--- src/rtl/instr_mem_loader.sv ---
// instr_mem_loader: packs decoded MIPS-subset instruction fields into 32-bit words and
// writes them sequentially into instruction memory. Define LOADER_READBACK_EN for write-then-verify.

module instr_mem_loader #(
   parameter int DEPTH = 256
) (
   input  logic        clk,
   input  logic        rst,
   input  logic        start,
   input  logic [7:0]  start_addr,
   input  logic        in_valid,
   output logic        in_ready,
   input  logic [3:0]  in_kind,
   input  logic [4:0]  in_rs,
   input  logic [4:0]  in_rt,
   input  logic [4:0]  in_rd,
   input  logic [15:0] in_imm,
   input  logic [25:0] in_jaddr,
   input  logic        in_last,
   output logic        mem_we,
   output logic [7:0]  mem_addr,
   output logic [31:0] mem_wdata,
   output logic        busy,
   output logic        done,
   output logic [8:0]  word_count,
   output logic        err_illegal,
   output logic        full
`ifdef LOADER_READBACK_EN
   ,
   output logic        mem_re,
   input  logic [31:0] mem_rdata,
   output logic        err_verify
`endif
);

   localparam logic [7:0] LAST_ADDR = 8'(DEPTH - 1);

   localparam logic [3:0] KIND_ADD  = 4'd0;
   localparam logic [3:0] KIND_SUB  = 4'd1;
   localparam logic [3:0] KIND_AND  = 4'd2;
   localparam logic [3:0] KIND_OR   = 4'd3;
   localparam logic [3:0] KIND_ADDI = 4'd4;
   localparam logic [3:0] KIND_LW   = 4'd5;
   localparam logic [3:0] KIND_SW   = 4'd6;
   localparam logic [3:0] KIND_BEQ  = 4'd7;
   localparam logic [3:0] KIND_J    = 4'd8;

   localparam logic [5:0] OP_RTYPE = 6'h00;
   localparam logic [5:0] OP_ADDI  = 6'h08;
   localparam logic [5:0] OP_LW    = 6'h23;
   localparam logic [5:0] OP_SW    = 6'h2b;
   localparam logic [5:0] OP_BEQ   = 6'h04;
   localparam logic [5:0] OP_J     = 6'h02;

   localparam logic [5:0] FUNCT_ADD = 6'h20;
   localparam logic [5:0] FUNCT_SUB = 6'h22;
   localparam logic [5:0] FUNCT_AND = 6'h24;
   localparam logic [5:0] FUNCT_OR  = 6'h25;

   typedef enum logic [2:0] {
      S_IDLE,
      S_LOAD,
      S_DONE,
      S_RD,
      S_CMP
   } state_t;

   state_t      state_q;
   logic [7:0]  ptr_q;
   logic        mem_we_q;
   logic [7:0]  mem_addr_q;
   logic [31:0] mem_wdata_q;
   logic        in_ready_q;
   logic        busy_q;
   logic        done_q;
   logic [8:0]  word_count_q;
   logic        err_illegal_q;
   logic        full_q;
`ifdef LOADER_READBACK_EN
   logic        term_q;
   logic        mem_re_q;
   logic        err_verify_q;
`endif

   logic [31:0] packedWord;
   logic        kindLegal;
   logic        handshake;
   logic        atLastAddr;

   assign handshake  = in_valid & in_ready_q;
   assign atLastAddr = (ptr_q == LAST_ADDR);

   // Only the fields belonging to the selected format reach the word; the rest stay masked.
   always_comb begin
      packedWord = '0;
      kindLegal  = 1'b1;
      case (in_kind)
         KIND_ADD:  packedWord = {OP_RTYPE, in_rs, in_rt, in_rd, 5'b0, FUNCT_ADD};
         KIND_SUB:  packedWord = {OP_RTYPE, in_rs, in_rt, in_rd, 5'b0, FUNCT_SUB};
         KIND_AND:  packedWord = {OP_RTYPE, in_rs, in_rt, in_rd, 5'b0, FUNCT_AND};
         KIND_OR:   packedWord = {OP_RTYPE, in_rs, in_rt, in_rd, 5'b0, FUNCT_OR};
         KIND_ADDI: packedWord = {OP_ADDI, in_rs, in_rt, in_imm};
         KIND_LW:   packedWord = {OP_LW, in_rs, in_rt, in_imm};
         KIND_SW:   packedWord = {OP_SW, in_rs, in_rt, in_imm};
         KIND_BEQ:  packedWord = {OP_BEQ, in_rs, in_rt, in_imm};
         KIND_J:    packedWord = {OP_J, in_jaddr};
         default:   kindLegal  = 1'b0;
      endcase
   end

   // Session FSM with every output registered. The pointer saturates at the last
   // address because a write there always ends the session.
   always_ff @(posedge clk) begin
      if (rst) begin
         state_q       <= S_IDLE;
         ptr_q         <= '0;
         mem_we_q      <= 1'b0;
         mem_addr_q    <= '0;
         mem_wdata_q   <= '0;
         in_ready_q    <= 1'b0;
         busy_q        <= 1'b0;
         done_q        <= 1'b0;
         word_count_q  <= '0;
         err_illegal_q <= 1'b0;
         full_q        <= 1'b0;
`ifdef LOADER_READBACK_EN
         term_q        <= 1'b0;
         mem_re_q      <= 1'b0;
         err_verify_q  <= 1'b0;
`endif
      end else begin
         mem_we_q <= 1'b0;
         done_q   <= 1'b0;
         case (state_q)
            S_IDLE: begin
               if (start) begin
                  state_q       <= S_LOAD;
                  ptr_q         <= start_addr;
                  word_count_q  <= '0;
                  err_illegal_q <= 1'b0;
                  full_q        <= 1'b0;
                  busy_q        <= 1'b1;
                  in_ready_q    <= 1'b1;
`ifdef LOADER_READBACK_EN
                  term_q        <= 1'b0;
                  err_verify_q  <= 1'b0;
`endif
               end
            end
            S_LOAD, S_CMP: begin
`ifdef LOADER_READBACK_EN
               if (state_q == S_LOAD && mem_we_q) begin
                  state_q  <= S_RD;
                  mem_re_q <= 1'b1;
               end
               if (state_q == S_CMP) begin
                  if (mem_rdata != mem_wdata_q) begin
                     err_verify_q <= 1'b1;
                  end
                  if (term_q) begin
                     state_q <= S_DONE;
                     done_q  <= 1'b1;
                  end else begin
                     state_q <= S_LOAD;
                  end
               end
`endif
               if (handshake) begin
                  if (kindLegal) begin
                     mem_we_q     <= 1'b1;
                     mem_addr_q   <= ptr_q;
                     mem_wdata_q  <= packedWord;
                     word_count_q <= word_count_q + 9'd1;
                     if (!atLastAddr) begin
                        ptr_q <= ptr_q + 8'd1;
                     end else if (!in_last) begin
                        full_q <= 1'b1;
                     end
`ifdef LOADER_READBACK_EN
                     in_ready_q <= 1'b0;
                     term_q     <= in_last | atLastAddr;
`else
                     if (in_last || atLastAddr) begin
                        state_q    <= S_DONE;
                        in_ready_q <= 1'b0;
                        done_q     <= 1'b1;
                     end
`endif
                  end else begin
                     err_illegal_q <= 1'b1;
                     if (in_last) begin
                        state_q    <= S_DONE;
                        in_ready_q <= 1'b0;
                        done_q     <= 1'b1;
                     end
                  end
               end
            end
`ifdef LOADER_READBACK_EN
            // Memory samples the read address this cycle; data is compared in CMP,
            // which may already accept the next bundle.
            S_RD: begin
               mem_re_q   <= 1'b0;
               state_q    <= S_CMP;
               in_ready_q <= ~term_q;
            end
`endif
            S_DONE: begin
               state_q <= S_IDLE;
               busy_q  <= 1'b0;
            end
            default: state_q <= S_IDLE;
         endcase
      end
   end

   assign in_ready    = in_ready_q;
   assign mem_we      = mem_we_q;
   assign mem_addr    = mem_addr_q;
   assign mem_wdata   = mem_wdata_q;
   assign busy        = busy_q;
   assign done        = done_q;
   assign word_count  = word_count_q;
   assign err_illegal = err_illegal_q;
   assign full        = full_q;
`ifdef LOADER_READBACK_EN
   assign mem_re      = mem_re_q;
   assign err_verify  = err_verify_q;
`endif

endmodule

--- config.mk ---
export PLATFORM = sky130hd
export DESIGN_NAME = instr_mem_loader
export DESIGN_NICKNAME = d
export VERILOG_FILES = /design/src/rtl/instr_mem_loader.sv
export SDC_FILE = /design/constraint.sdc
export NUM_CORES = 1
export LEC_CHECK = 0
export ABC_CLOCK_PERIOD_IN_PS = 2500
export BUFFER_PORTS_ARGS = -buffer_cell sky130_fd_sc_hd__buf_2
export CAP_MARGIN = 0
export CORE_AREA = 2 2 113 115
export DETAILED_ROUTE_END_ITERATION = 6
export DIE_AREA = 0 0 115 117
export PLACE_DENSITY = 0.57
export SYNTH_ARGS = -nofsm -noshare
export SYNTH_HDL_FRONTEND = slang
export SYNTH_SLANG_ARGS = --single-unit
--- constraint.sdc ---
create_clock -name clk -period 2.5 [get_ports clk]
set_input_delay 0.625 -clock clk [delete_from_list [all_inputs] [get_ports clk]]
set_output_delay 0.625 -clock clk [all_outputs]
set_load 0.02 [all_outputs]
==> impl_results.md, run 1 <==
* Run status: complete, no violations
* Core ar. at 12,300 um^2
* Global-route wire length before repair at roughly 16,000 um
* HP Class: reg2reg
* # port buffers at 127
* Setup Total Neg Slack at 0 ns
* Setup repair after global routing missed its margin: false
* Antenna Violating Nets Remaining at 0
* Mean post-synth cell area at between 8 and 9 um^2
* RePlAce Congestion at 0.894
* Setup Fix Bufs, Post-CTS at 0
* FMAX at 0.488 GHz
* Slew @ Worst Pin at ~0.59 ns
* Die Wd at between 100 and 150 um
* Post-synth EDFFs at 0
* Total power at ~2700 uW
* Vias in the first global route at 3,071
* DR vias/cell at about 5
* Syn Inst Count at 362
* Critical Path RT at about 2.8 ns
* Maximum clock insertion buffer count at 2
* Post-CTS sizing at 0
* Rows at 41
* Final wirelength at 9540 um
* Final period util at between 80 and 90%
* Most frequent cells in the layout: 127 x buf_2, 63 x dfxtp_1, 49 x nor2_1
* WS Path Type: reg2reg
* Hold Vio Cnt, Final at 0
* # IOs at around 130
* Synth top area cells: dfxtp_1 42%, nor2_1 6.2%, nand2_1 4.3%
* Residual DRC at 0
* Final clock skew at between 0.004 and 0.005 ns
* Hold_buf cts at 0
* GRT Total Usage at between 10% and 20%
* CTS root buf: clkbuf_16
* Share of the synthesized area in the top cell type at a little over two fifths
* Fillers at 1,316
* Critical path endpoint category: flip-flop
* Initial core utilization at between 20% and 30%
* Total vias in the final route at around 3,200
* WL met3 at 735 um
* Highest metal used: met4
* Critical Path AT at 2.31 ns
* Mapped cell area at about 3000 um^2
* Total die area at 13,500 um^2
* Antenna cells at 0
* Dominant synthesized flop cell: dfxtp_1
* Drt pass-1 iters at 4
* Max H-tree Level at 3
* Layout cells sized above 1 at around 35%
* Ys async rst share at 0%
* Seq/Total Area, Yosys at 41.7%
* Cell area after placement at around 3900 um^2
* Power Density at around 650 nW/um^2
* Initial antenna violation count at 0
* Post-layout util at between 30% and 40%
* VDD IR max at between 0.3 and 0.4 mV
* Relative slew slack at between 60% and 70%
* Sink Count at 63
* Clock transition at path regs at about 0.05 ns
* Cell variety after synth at 60
* Syn Nets at 438
* CP Launch Type: flip-flop
* Wirelength per Cell at around 15 um
* Post-DP HPWL at 7270 um
* Skew-Pair Late Insertion Delay at ~0.33 ns
* DRT iter0 DRCs at between 100 and 150
* Die Height at 117 um
* Synthesized flop and latch total at 63
* YS warnings at 0
* Final Net Count at 563
* Largest net degree at the start of global routing at 27
* Worst slack, placed at around 0.29 ns
* CTS buffer count at 9
* Final worst slack at about 0.45 ns
* Crit-path max FO at 14
* Met2 WL at around 4400 um
* Grt ovf at 0
* Final Setup Violations at 0
* Max Cap Violations at 0
* Area leader, netlist: dfxtp_1
* Commonest non-fill, non-tap cell in the layout: buf_2
* Crit path time final at roughly 2.1 ns
* Area Overhead vs Synth at 37.2%
* Met1 Wirelength at ~4300 um
* Slew Limit Fails at 0
* CTS tree: built
* Cell area after layout at between 4000 and 5000 um^2
* Pleak at roughly 0.0018 uW
## cells by family (layout without fill, tap and decap cells)
group | after synthesis | count (layout) | share of synthesized area [%]
flops | 63 | 63 | 41.7
fa+ha+maj | 2 | 2 | 0.828
xor+xnor | 2 | 2 | 0.580
buf+inv | 37 | 167 | 5.67
other cells | 1 | 1 | 0.124
mux | 7 | 7 | 2.32
compound gates | 106 | 106 | 25.3
simple gates | 144 | 144 | 23.4
## cell usage after synthesis, drive strengths merged (3+ instances only)
cell type and count:
a221oi 12, a311oi 3, nand4 3, nor2b 3, inv 5, nand2 35, a21oi 25, o211ai 4
a32oi 3, nor3 23, dfxtp 63, a22oi 9, or3 7, o21ai 11, clkbuf 18, a211oi 11
nand3b 3, buf 13, mux2i 7, nand3 5, a22o 8, nor2 50
## final timing paths
kind	from	endpoint	slack (ns)	depth (start not counted)
setup / recovery	state_q[0]	ptr_q[3]	0.45	5
hold / removal	mem_addr[1]	mem_addr[1]	0.46	2
setup reg to reg	state_q[0]	ptr_q[3]	0.45	5
hold reg to reg	mem_addr[1]	mem_addr[1]	0.46	2
## critical path, cell delays in order (launching register included)
cell	delay (ns)
dfxtp_1	0.63
nand2b_1	0.28
buf_4	0.24
or4b_1	0.51
a21oi_1	0.19
o2bb2ai_1	0.13
## registers in the layout, indices dropped and copies added (netlist names), 2 cells and up
signal,count
mem_addr,8
word_count,9
state_q,2
mem_wdata,30
ptr_q,8
## report_power, final
group | internal, uW | switching, uW
Sequential | 1050 | 56.7
Combinational | 159 | 200
Clock | 793 | 440
## metal layers
metal | vias to the layer above | global-route usage [%]
met5 | - | 0
met4 | 0 | 4.18
met3 | 12 | 4.99
met2 | 119 | 24.0
met1 | 1481 | 18.5
li1 | 1595 | -
## layout make-up
class / instances / area [um^2] / share of cell area [%]
Clock buffer: 12 / 246 / 5.94
Clock inverter: 4 / 45.0 / 1.09
Inverter: 6 / 22.5 / 0.543
Multi-Input combinational cell: 262 / 1600 / 38.6
Sequential cell: 63 / 1260 / 30.4
Tap cell: 150 / 188 / 4.52
Timing Repair Buffer: 145 / 783 / 18.9
## through the flow
| step | cells | hold WS (ns) |
|---|---|---|
| floorplan | 362 | 0.445 |
| global placement | 626 | 0.448 |
| detailed placement | 626 | 0.452 |
| CTS | 642 | 0.459 |
| global route | 642 | 0.476 |
| finish | 642 | 0.455 |
Note: power is estimated with default switching activity, not from simulation.
==> run 2, diff against run 1 <==
ABC_CLOCK_PERIOD_IN_PS = 1910   (was 2500)
clock period = 1.91 ns   (was 2.5 ns; I/O delays follow)
==> run 2 against run 1 <==
Effect of this change:
- via count is 2.6% higher
- count of clock-buffer cells in the layout is 2 higher
- first-iteration DRC count is 8.6% higher
- power rose by 27%
- sequential power rose by 30%
- sequential cell count stayed put
- clock skew up 0.0016 ns
- clock power rose by 19%
- worst setup slack got worse by 0.26 ns
- critical path type unchanged
==> impl_results.md, run 2 (synthesis results as in run 1) <==
* Run status: complete, no violations
* FMAX at 0.580 GHz (+19%)
* Slew Limit Fails at 0 (unchanged)
* Layout cells sized above 1 at 37.3% (+2.7 points)
* Hold Path Cell Cnt at 3 (+1)
* Clock transition at path regs at 0.05 ns (about the same)
* Wirelength per Cell at 14.8 um (-0.38%)
* Crit path time final at 1.72 ns (-0.325 ns)
* Power Density at 803 nW/um^2 (+24%)
* Vias in the first global route at 3,118 (+1.5%)
* Final Net Count at 582 (+3.4%)
* Largest net degree at the start of global routing at 47 (+74%)
* CTS root buf: clkbuf_16
* Total power at 3440 uW (+27%)
* HP Class: in2reg
* Antenna Violating Nets Remaining at 0 (unchanged)
* Maximum clock insertion buffer count at 2 (unchanged)
* CP Launch Type: flip-flop
* CTS buffer count at 9 (unchanged)
* VDD IR max at 0.273 mV (-13%)
* Rows at 41 (unchanged)
* Setup Fix Bufs, Post-CTS at 0 (unchanged)
* Reg2Reg Depth at 4 (-1)
* DRT iter0 DRCs at 152 (+8.6%)
* Fillers at 1,295 (-1.6%)
* Die Height at 117 um (unchanged)
* Final Setup Violations at 0 (unchanged)
* Area Overhead vs Synth at 41.6%
* Max Cap Violations at 0 (unchanged)
* Max H-tree Level at 3 (unchanged)
* Relative slew slack at 62.7% (+2.0 points)
* CTS tree: built
* Total die area at 13,500 um^2 (unchanged)
* Setup repair after global routing missed its margin: false
* Max FFs per register at 30 (unchanged)
* Drt pass-1 iters at 4 (unchanged)
* Critical path endpoint category: flip-flop
* Pleak at 0.00186 uW (+4.2%)
* Sink Count at 63 (unchanged)
* Final wirelength at 9770 um (+2.4%)
* Initial antenna violation count at 0 (unchanged)
* Most frequent cells in the layout: 127 x buf_2, 61 x dfxtp_1, 49 x nor2_1
* Residual DRC at 0 (unchanged)
* # port buffers at 127 (unchanged)
* Crit-path max FO at 9 (-5)
* Final clock skew at 0.00596 ns (+0.00157 ns)
* Hold_buf cts at 0 (unchanged)
* Hold Vio Cnt, Final at 0 (unchanged)
* Global-route wire length before repair at 15,700 um (+1.1%)
* Initial core utilization at 24.6% (unchanged)
* Slew @ Worst Pin at 0.559 ns (-0.0304 ns)
* RePlAce Congestion at 0.887 (-0.78%)
* Core ar. at 12,300 um^2 (unchanged)
* Grt ovf at 0 (unchanged)
* Commonest non-fill, non-tap cell in the layout: buf_2
* Antenna cells at 0 (unchanged)
* Post-DP HPWL at 7460 um (+2.6%)
* Critical Path RT at 2.18 ns (-0.58 ns)
* Cell area after layout at 4280 um^2 (+3.2%)
* GRT Total Usage at 14.9% (+0.18 points)
* Total vias in the final route at 3,291 (+2.6%)
* Cell area after placement at 4010 um^2 (+4.0%)
* WS Path Type: reg2reg
* Final period util at 90.3% (+8.3 points)
* # IOs at 129 (unchanged)
* Post-CTS sizing at 0 (unchanged)
* Die Wd at 115 um (unchanged)
* DR vias/cell at 4.99 (-0.18%)
* Skew-Pair Late Insertion Delay at 0.33 ns (about the same)
* Critical Path AT at 2.00 ns (-0.31 ns)
[run 2: cell count changes in the layout (fill, tap and decap cells not counted), sizes merged]
cell,previous run,this run
bufinv,1,0
buf,145,164
clkinv,4,2
clkbuf,12,14
[run 2: final cells by class]
type,instances,area [um^2],area share [%]
repair buffers,164,938,21.9
clock buffers,14,254,5.93
inverters,6,22.5,0.526
clock inverters,1,5.00,0.117
well taps,150,188,4.38
multi-input cells,262,1610,37.6
flip-flops and latches,63,1260,29.5
[run 2: final timing paths]
check	slack (ns)	startpoint	end
hold reg to reg	0.45	mem_addr[1]	mem_addr[1]
setup / recovery	0.19	state_q[0]	word_count[7]
setup reg to reg	0.19	state_q[0]	word_count[7]
hold / removal	0.44	in_jaddr[11]	mem_wdata[11]
[run 2: stage by stage]
stage / setup WS, ns / hold slack, ns / util, % / instances / setup TNS [ns]
after CTS: 0.0511 / 0.432 / 34.7 / 660 / 0
after detailed placement: -0.0249 / 0.447 / 32.6 / 645 / -0.0607
final: 0.185 / 0.441 / 34.8 / 660 / 0
after floorplan: 0.0600 / 0.445 / - / 362 / 0
after global routing: 0.0634 / 0.451 / 34.8 / 660 / 0
after global placement: -0.00450 / 0.442 / 32.6 / 645 / -0.00862
[run 2: routing by layer]
metal  share of wire, %  global-route usage [%]  up-vias
met5                  0                       0        -
met3                7.0                    4.38       14
met2                 47                    25.1      127
li1                   -                       -     1632
met4                1.3                    4.90        0
met1                 45                    18.3     1518
[run 2: report_power, final]
part	switching, uW	total [uW]	leakage (uW)	internal, uW
clock	553	1460	0.000127	905
sequential	57.5	1430	0.000511	1370
combinational	296	550	0.00122	254
total	906	3440	0.00186	2530
[run 2: critical path, cell delays in order, from the launching register on]
cell	delay, ns
dfxtp_2	0.37
or3b_1	0.41
a221o_1	0.40
or4_1	0.41
nand2_1	0.08
